## config.mk

```make
export PLATFORM = sky130hd
export DESIGN_NAME = moving_averager
export DESIGN_NICKNAME = d
export VERILOG_FILES = /design/src/rtl/dsp_pkg.sv /design/src/rtl/sample_ring.sv /design/src/rtl/moving_averager.sv
export SDC_FILE = /design/constraint.sdc
export NUM_CORES = 1
export LEC_CHECK = 0
export CAP_MARGIN = 20
export CORE_UTILIZATION = 63
export DETAILED_ROUTE_END_ITERATION = 6
export HOLD_SLACK_MARGIN = 0.06
export PLACE_DENSITY_LB_ADDON = 0.08
export SKIP_LAST_GASP = 1
export SLEW_MARGIN = 20
export SYNTH_ARGS = -nofsm -noshare
export SYNTH_HDL_FRONTEND = slang
export SYNTH_SLANG_ARGS = --single-unit
```

## constraint.sdc

```tcl
create_clock -name clk -period 10.54 [get_ports clk]
set_input_delay 2.635 -clock clk [delete_from_list [all_inputs] [get_ports clk]]
set_output_delay 2.635 -clock clk [all_outputs]
set_load 0.005 [all_outputs]
```

## src/rtl/dsp_pkg.sv

```systemverilog
// rtl/dsp_pkg.sv - shared DSP sizing helpers for the moving averager
package dsp_pkg;

   function automatic int depth(input int log2_depth);
      return 1 << log2_depth;
   endfunction

   // One extra bit per doubling of the window keeps the running sum from overflowing.
   function automatic int sum_width(input int data_w, input int log2_depth);
      return data_w + log2_depth;
   endfunction

endpackage

```

## src/rtl/sample_ring.sv

```systemverilog
// rtl/sample_ring.sv - circular sample buffer returning the slot about to be overwritten
module sample_ring
   import dsp_pkg::*;
#(
   parameter int DATA_W     = 8,
   parameter int LOG2_DEPTH = 4
) (
   input  logic              clk,
   input  logic              rst_n,
   input  logic              clear,
   input  logic              wr_en,
   input  logic [DATA_W-1:0] wr_data,
   output logic [DATA_W-1:0] oldest
);

   localparam int DEPTH = depth(LOG2_DEPTH);

   logic [LOG2_DEPTH-1:0] wr_ptr;
   logic [DATA_W-1:0]     mem [DEPTH];

   always_ff @(posedge clk or negedge rst_n) begin
      if (!rst_n)
         wr_ptr <= '0;
      else if (clear)
         wr_ptr <= '0;
      else if (wr_en)
         wr_ptr <= wr_ptr + 1'b1;
   end

   // Storage is never reset; the fill count in the parent masks stale slots.
   always_ff @(posedge clk) begin
      if (wr_en)
         mem[wr_ptr] <= wr_data;
   end

   assign oldest = mem[wr_ptr];

endmodule

```

## src/rtl/moving_averager.sv

```systemverilog
// rtl/moving_averager.sv - boxcar average of samples taken on NCO phase-bit toggles
module moving_averager
   import dsp_pkg::*;
#(
   parameter int DATA_W     = 8,
   parameter int LOG2_DEPTH = 4,
   parameter int PHASE_W    = 32,
   parameter int PHASE_BIT  = 29
) (
   input  logic                     clk,
   input  logic                     rst_n,
   input  logic [PHASE_W-1:0]       phase,
   input  logic signed [DATA_W-1:0] signal,
   input  logic                     enable,
   input  logic                     clear,
   output logic signed [DATA_W-1:0] filtered,
   output logic                     valid,
   output logic                     sample_stb
);

   localparam int DEPTH = depth(LOG2_DEPTH);
   localparam int SUM_W = sum_width(DATA_W, LOG2_DEPTH);
   localparam int CNT_W = LOG2_DEPTH + 1;
   localparam logic [CNT_W-1:0] FULL = CNT_W'(DEPTH);

   logic                    prev_bit;
   logic                    primed;
   logic                    phase_bit;
   logic                    sample_evt;
   logic                    accept;
   logic [DATA_W-1:0]       ring_oldest;
   logic [CNT_W-1:0]        count;
   logic signed [SUM_W-1:0] sum;
   logic signed [SUM_W-1:0] sum_next;
   logic signed [SUM_W-1:0] signal_ext;
   logic signed [SUM_W-1:0] oldest_ext;
   logic signed [SUM_W-1:0] avg_full;
   logic                    unused_phase;
   logic                    unused_avg;

   assign phase_bit    = phase[PHASE_BIT];
   assign unused_phase = ^phase;
   assign sample_evt   = primed && (phase_bit != prev_bit);
   assign accept       = sample_evt && enable && !clear;
   assign valid        = (count == FULL);

   // The first clock after reset only captures the phase bit, so no false event.
   always_ff @(posedge clk or negedge rst_n) begin
      if (!rst_n) begin
         prev_bit <= 1'b0;
         primed   <= 1'b0;
      end else begin
         prev_bit <= phase_bit;
         primed   <= 1'b1;
      end
   end

   sample_ring #(
      .DATA_W     (DATA_W),
      .LOG2_DEPTH (LOG2_DEPTH)
   ) u_ring (
      .clk     (clk),
      .rst_n   (rst_n),
      .clear   (clear),
      .wr_en   (accept),
      .wr_data (signal),
      .oldest  (ring_oldest)
   );

   always_comb begin
      signal_ext = {{LOG2_DEPTH{signal[DATA_W-1]}}, signal};
      oldest_ext = '0;
      if (valid)
         oldest_ext = {{LOG2_DEPTH{ring_oldest[DATA_W-1]}}, ring_oldest};
      sum_next = sum + signal_ext - oldest_ext;
      avg_full = sum_next >>> LOG2_DEPTH;
   end

   assign unused_avg = ^avg_full[SUM_W-1:DATA_W];

   always_ff @(posedge clk or negedge rst_n) begin
      if (!rst_n) begin
         sum        <= '0;
         count      <= '0;
         filtered   <= '0;
         sample_stb <= 1'b0;
      end else if (clear) begin
         sum        <= '0;
         count      <= '0;
         filtered   <= '0;
         sample_stb <= 1'b0;
      end else begin
         sample_stb <= accept;
         if (accept) begin
            sum      <= sum_next;
            filtered <= avg_full[DATA_W-1:0];
            if (count != FULL)
               count <= count + CNT_W'(1);
         end
      end
   end

endmodule

```

# == Word level (Yosys, flattened, before mapping) ==
# Memory sizes are Yosys's and may differ from the RTL's.
# Cells that the tools add are included.
# W data, S select, Z words.
# totals
regBits,32
mem_bits_rw,128
elab_cells,35
mem_count,1
# memory_table
memory,depth,width,read_ports,rd_ports_with_merged_regs,write_ports,line,rtl
u_ring.mem,16,8,1,0,1,sample_ring.sv:19,logic [DATA_W-1:0] mem [DEPTH];
# op_classes
addsub,4
n_eq_ne,3
mux,13
reduce_logical,7
# op_table
operator,n
$mux W12,3
$mux W8,2
$mux W5,3
$add A12 B8 Y12,1
$sub A12 B12 Y12,1
$mux W4,2
$add A5 B1 Y5 const B,1
$eq A5 B5 Y1 const B,1
$ne A5 B5 Y1 const B,1
$add A4 B1 Y4 const B,1
$reduce_bool A2 Y1,2
$logic_and A1 B1 Y1,3
$mux W1,3
$reduce_and A2 Y1,1
$logic_not A1 Y1,1
$ne A1 B1 Y1,1

# == Logic depth before layout (Yosys ltp) ==
# depth
word_depth,6
depth_mapped,17
mapped_depth_nobuf,15

# == Cells and area by module ==
# Synthesis repeated with hierarchy kept, for this count alone.
# unflattened
cells_unflattened,461
area_unflattened_um2,7056.8
# by_module_without_submodules
mod,instances,cells_each,area_per_inst_um2,seq_area_each_um2
sample_ring,1,247,5248.8,3943.8
moving_averager,1,214,1808.0,500.5

# == Worst setup path before layout ==
# OpenSTA, ideal clock, no wires.
# synth_path
path_kind,in2reg
from,in signal[7]
to,reg filtered[7]
setup_time_ns,0.138
arrival_ns,4.592
required_ns,10.402
path_slack_ns,5.810
stages,10
n_path_buf,0
cell_sequence,inv_1 -> fa_1 -> inv_1 -> ha_1 -> a21oi_1 -> o21ai_0 -> a21o_1 -> a221oi_1 -> xnor2_1 -> a21oi_1
# synth_between
elab_chain_len,4
# synth_rtl
item,line,rtl
start: declaration,moving_averager.sv:13,"input logic signed [DATA_W-1:0] signal,"
$add A12 B8 Y12,moving_averager.sv:75,sum_next = sum + signal_ext - oldest_ext;
$sub A12 B12 Y12,moving_averager.sv:75,
$mux W8,moving_averager.sv:94,if (accept) begin
$mux W8,moving_averager.sv:87,end else if (clear) begin
end signal: assignment,moving_averager.sv:96,filtered <= avg_full[DATA_W-1:0];
end: declaration,moving_averager.sv:16,"output logic signed [DATA_W-1:0] filtered,"
# No other way between the ends. The select of a mux whose other input is x is not followed.
# A chain may end at the register's enable or synchronous reset.

# == Worst setup path after layout ==
# Ends and elaborated chain as after synthesis.

==> out/results.ini <==
[worst_setup_path]
cp.arrival_ns=5.94
cp_max_fo=18
required_ns=10.92
r2r_slack_ns=6.07
critPathMaxStageDelay_ns=0.87
path_class=input pin to register
crit_slowest_cell=clkdlybuf4s50_1
end_kind=register
cp-start-kind=input pin
crit_chain=clkdlybuf4s50_1 > inv_1 > fa_1 > inv_1 > ha_1 > a21oi_1 > o21ai_0 > a21o_1 > a221oi_1 > xnor2_1 > a21oi_1

[clock_tree]
cts_tree=built
numCtsBuffers=17
ctsHoldBuffers=0
cts_max_level=4
ctsResizeCount=0
post_cts_buffers=0
cts.clk_slew.worst_paths_ns=0.07
clk_latency_ns=0.54
cts_buffer_depth=2
cts_sinks=152
cts-root-buf=clkbuf_8

[route]
wl_mm=12.58
drt-vias-per-instance=5.967
dr_wl_met3_um=651
drt-initial-drc-count=273
wl_per_cell_um=20.49
wl_met2_mm=6.270
postRouteAntennaNets=0
top_layer_used=met4
drt_pre_antenna_iters=4
drc=0
dr_total_vias=3664
wl_met1_mm=5.412

[synthesis]
async_flop_share=0.1579
synthSimpleGateAreaFrac=0.06021
synth_top_family_by_area=multiplexers
synthMostInstantiatedCell=edfxtp_1
syn_nets=514
synth_area_um2=7044
ys_seq_area_frac=0.6309
synthMuxAreaShare=0.1357
yosysTopAreaCell=edfxtp_1
synth_edf_count=128
synth_cell_types=44
synth_compound_area_frac=0.03250
yosysWarnings=0
yosys.area_share.adder=0.06501
synth-main-ff-cell=edfxtp_1
synth-xor-area-share=0.01989
synth_seq_cells=152
syn_avg_cell_area_um2=16.01
synthCells=440
synth_top_area_share=0.5456
synthTopCellsByCount=128 x edfxtp_1, 47 x inv_1, 29 x nor2_1
ys_top_cells_by_area=edfxtp_1 55%, dfrtp_1 8.5%, mux4_1 6.7%, mux4_2 6.7%, ha_1 3.4%

[run_status]
status=complete, no violations

[job]
cap_violations=0

[cells_and_area]
drive_above_1_share=0.1203
synthToLayoutAreaGrowth_pct=11.30
nets=536
num_antenna_cells=0

[sta]
setup_ws_ns=4.984
finalCritPeriodShare=0.5271
finClkSkew_ns=0.01315
fmax_mhz=180.0
tns_ns=0
report.final.slew_viol_count=0
finalSetupViolCount=0
relSlewSlack=0.3915
hold_violations=0
worstMarginPinSlew_ns=0.9095
finalCriticalPeriod_ns=5.556
rsz0062_at_grt=no

[placed_design]
io_buffer_count=22
gp_congestion=0.8557
dpl_worst_slack_ns=4.442
dp_hpwl_mm=8.074

[pwr]
peakVddDrop_uv=146.7
power_density_nw_per_um2=173.3
p_leak_uw=0.002786

[die]
num_rows=38
die_y_um=107.7
io_pins=54
initial_core_util=0.6470
coreArea_um2=10890
die-area_um2=11610
die_x_um=107.7

[grt]
grt_start_max_net_pins=38
grt_pass1_wl_mm=19.74
grt_remaining_overflow=0
first_global_vias=3744
antenna_found_initial=0
grt_use_total=0.2427

[hold_path]
worstHoldPathType=register to register

==> logic make-up (layout without fill, tap and decap cells) <==
group / after synthesis / in the layout
simple gates: 91 / 91
compound gates: 37 / 37
fa+ha+maj: 30 / 30
xor+xnor: 16 / 16
flops: 152 / 152
mux: 40 / 40
other cells: 1 / 1
buf+inv: 73 / 107
==> layout by cell type, fill, tap and decap left out, types with 7 or more instances in the layout <==
cell type,n
edfxtp_1,128
inv_1,47
nor2_1,29
nand2_1,26
dfrtp_1,23
clkdlybuf4s50_1,22
mux4_2,21
ha_1,19
mux4_1,18
a21oi_1,17
clkbuf_16,16
fa_1,11
xnor2_1,9
and2_1,8
xor2_1,7
buf_4,7
==> per-layer routing <==
layer,vias up,global-route usage
met5,-,0
met4,0,0.1037
met3,18,0.05993
met2,111,0.3846
met1,1858,0.3229
li1,1677,-
==> worst max-delay path: cells and delay by family <==
kind,cells,cell delay [ns]
AOI/OAI and AO/OA,5,0.93
xor gates and xnor gates,1,0.17
adders and majority gates,2,0.97
buffers and inverters,3,1.23
==> worst paths after layout <==
kind	from	end	cells after the start
worst max-delay path	signal[7]	filtered[7]$_DFFE_PN0P_	11
worst min-delay path	sum[0]$_DFFE_PN0P_	sum[0]$_DFFE_PN0P_	2
worst max register to register	u_ring.wr_ptr[0]$_DFFE_PN0P_	filtered[7]$_DFFE_PN0P_	13
worst min register to register	sum[0]$_DFFE_PN0P_	sum[0]$_DFFE_PN0P_	2
max in group asynchronous	rst_n	u_ring.wr_ptr[0]$_DFFE_PN0P_	2
min in group asynchronous	rst_n	u_ring.wr_ptr[3]$_DFFE_PN0P_	2
==> registers in the layout, indices dropped and copies added, names as in the netlist <==
name / count
filtered: 8
u_ring.wr_ptr: 4
count: 5
prev_bit: 1
u_ring.mem: 128
sample_stb: 1
primed: 1
sum: 4
==> power by group <==
part	internal, µW	switching (µW)	total, µW	leakage [µW]
combinational	52.9	65.9	119	0.00104
sequential	658	3.37	661	0.00148
clock	337	242	578	0.000272
==> stage by stage <==
stage / cell area, µm² / utilization / hold slack, ns / power, µW / instances
floorplan: 7044 / - / 0.4966 / 760.9 / 440
global placement: 7281 / 0.6687 / 0.5078 / 788.1 / 583
detailed placement: 7281 / 0.6687 / 0.5160 / 791.5 / 583
CTS: 7840 / 0.7201 / 0.5242 / 1366 / 614
global route: 7840 / 0.7201 / 0.5465 / 1402 / 614
finish: 7840 / 0.7201 / 0.5229 / 1358 / 614
==> area by class of cell <==
class / instances / area, µm²
clock buffers: 17 / 414.1
clock inverters: 14 / 145.1
fillers: 691 / 3048
inverters: 47 / 176.4
multi-input cells: 215 / 2211
flip-flops and latches: 152 / 4446
well taps: 140 / 175.2
repair buffers: 29 / 272.8
No activity file was read; power rests on OpenSTA's default activity.
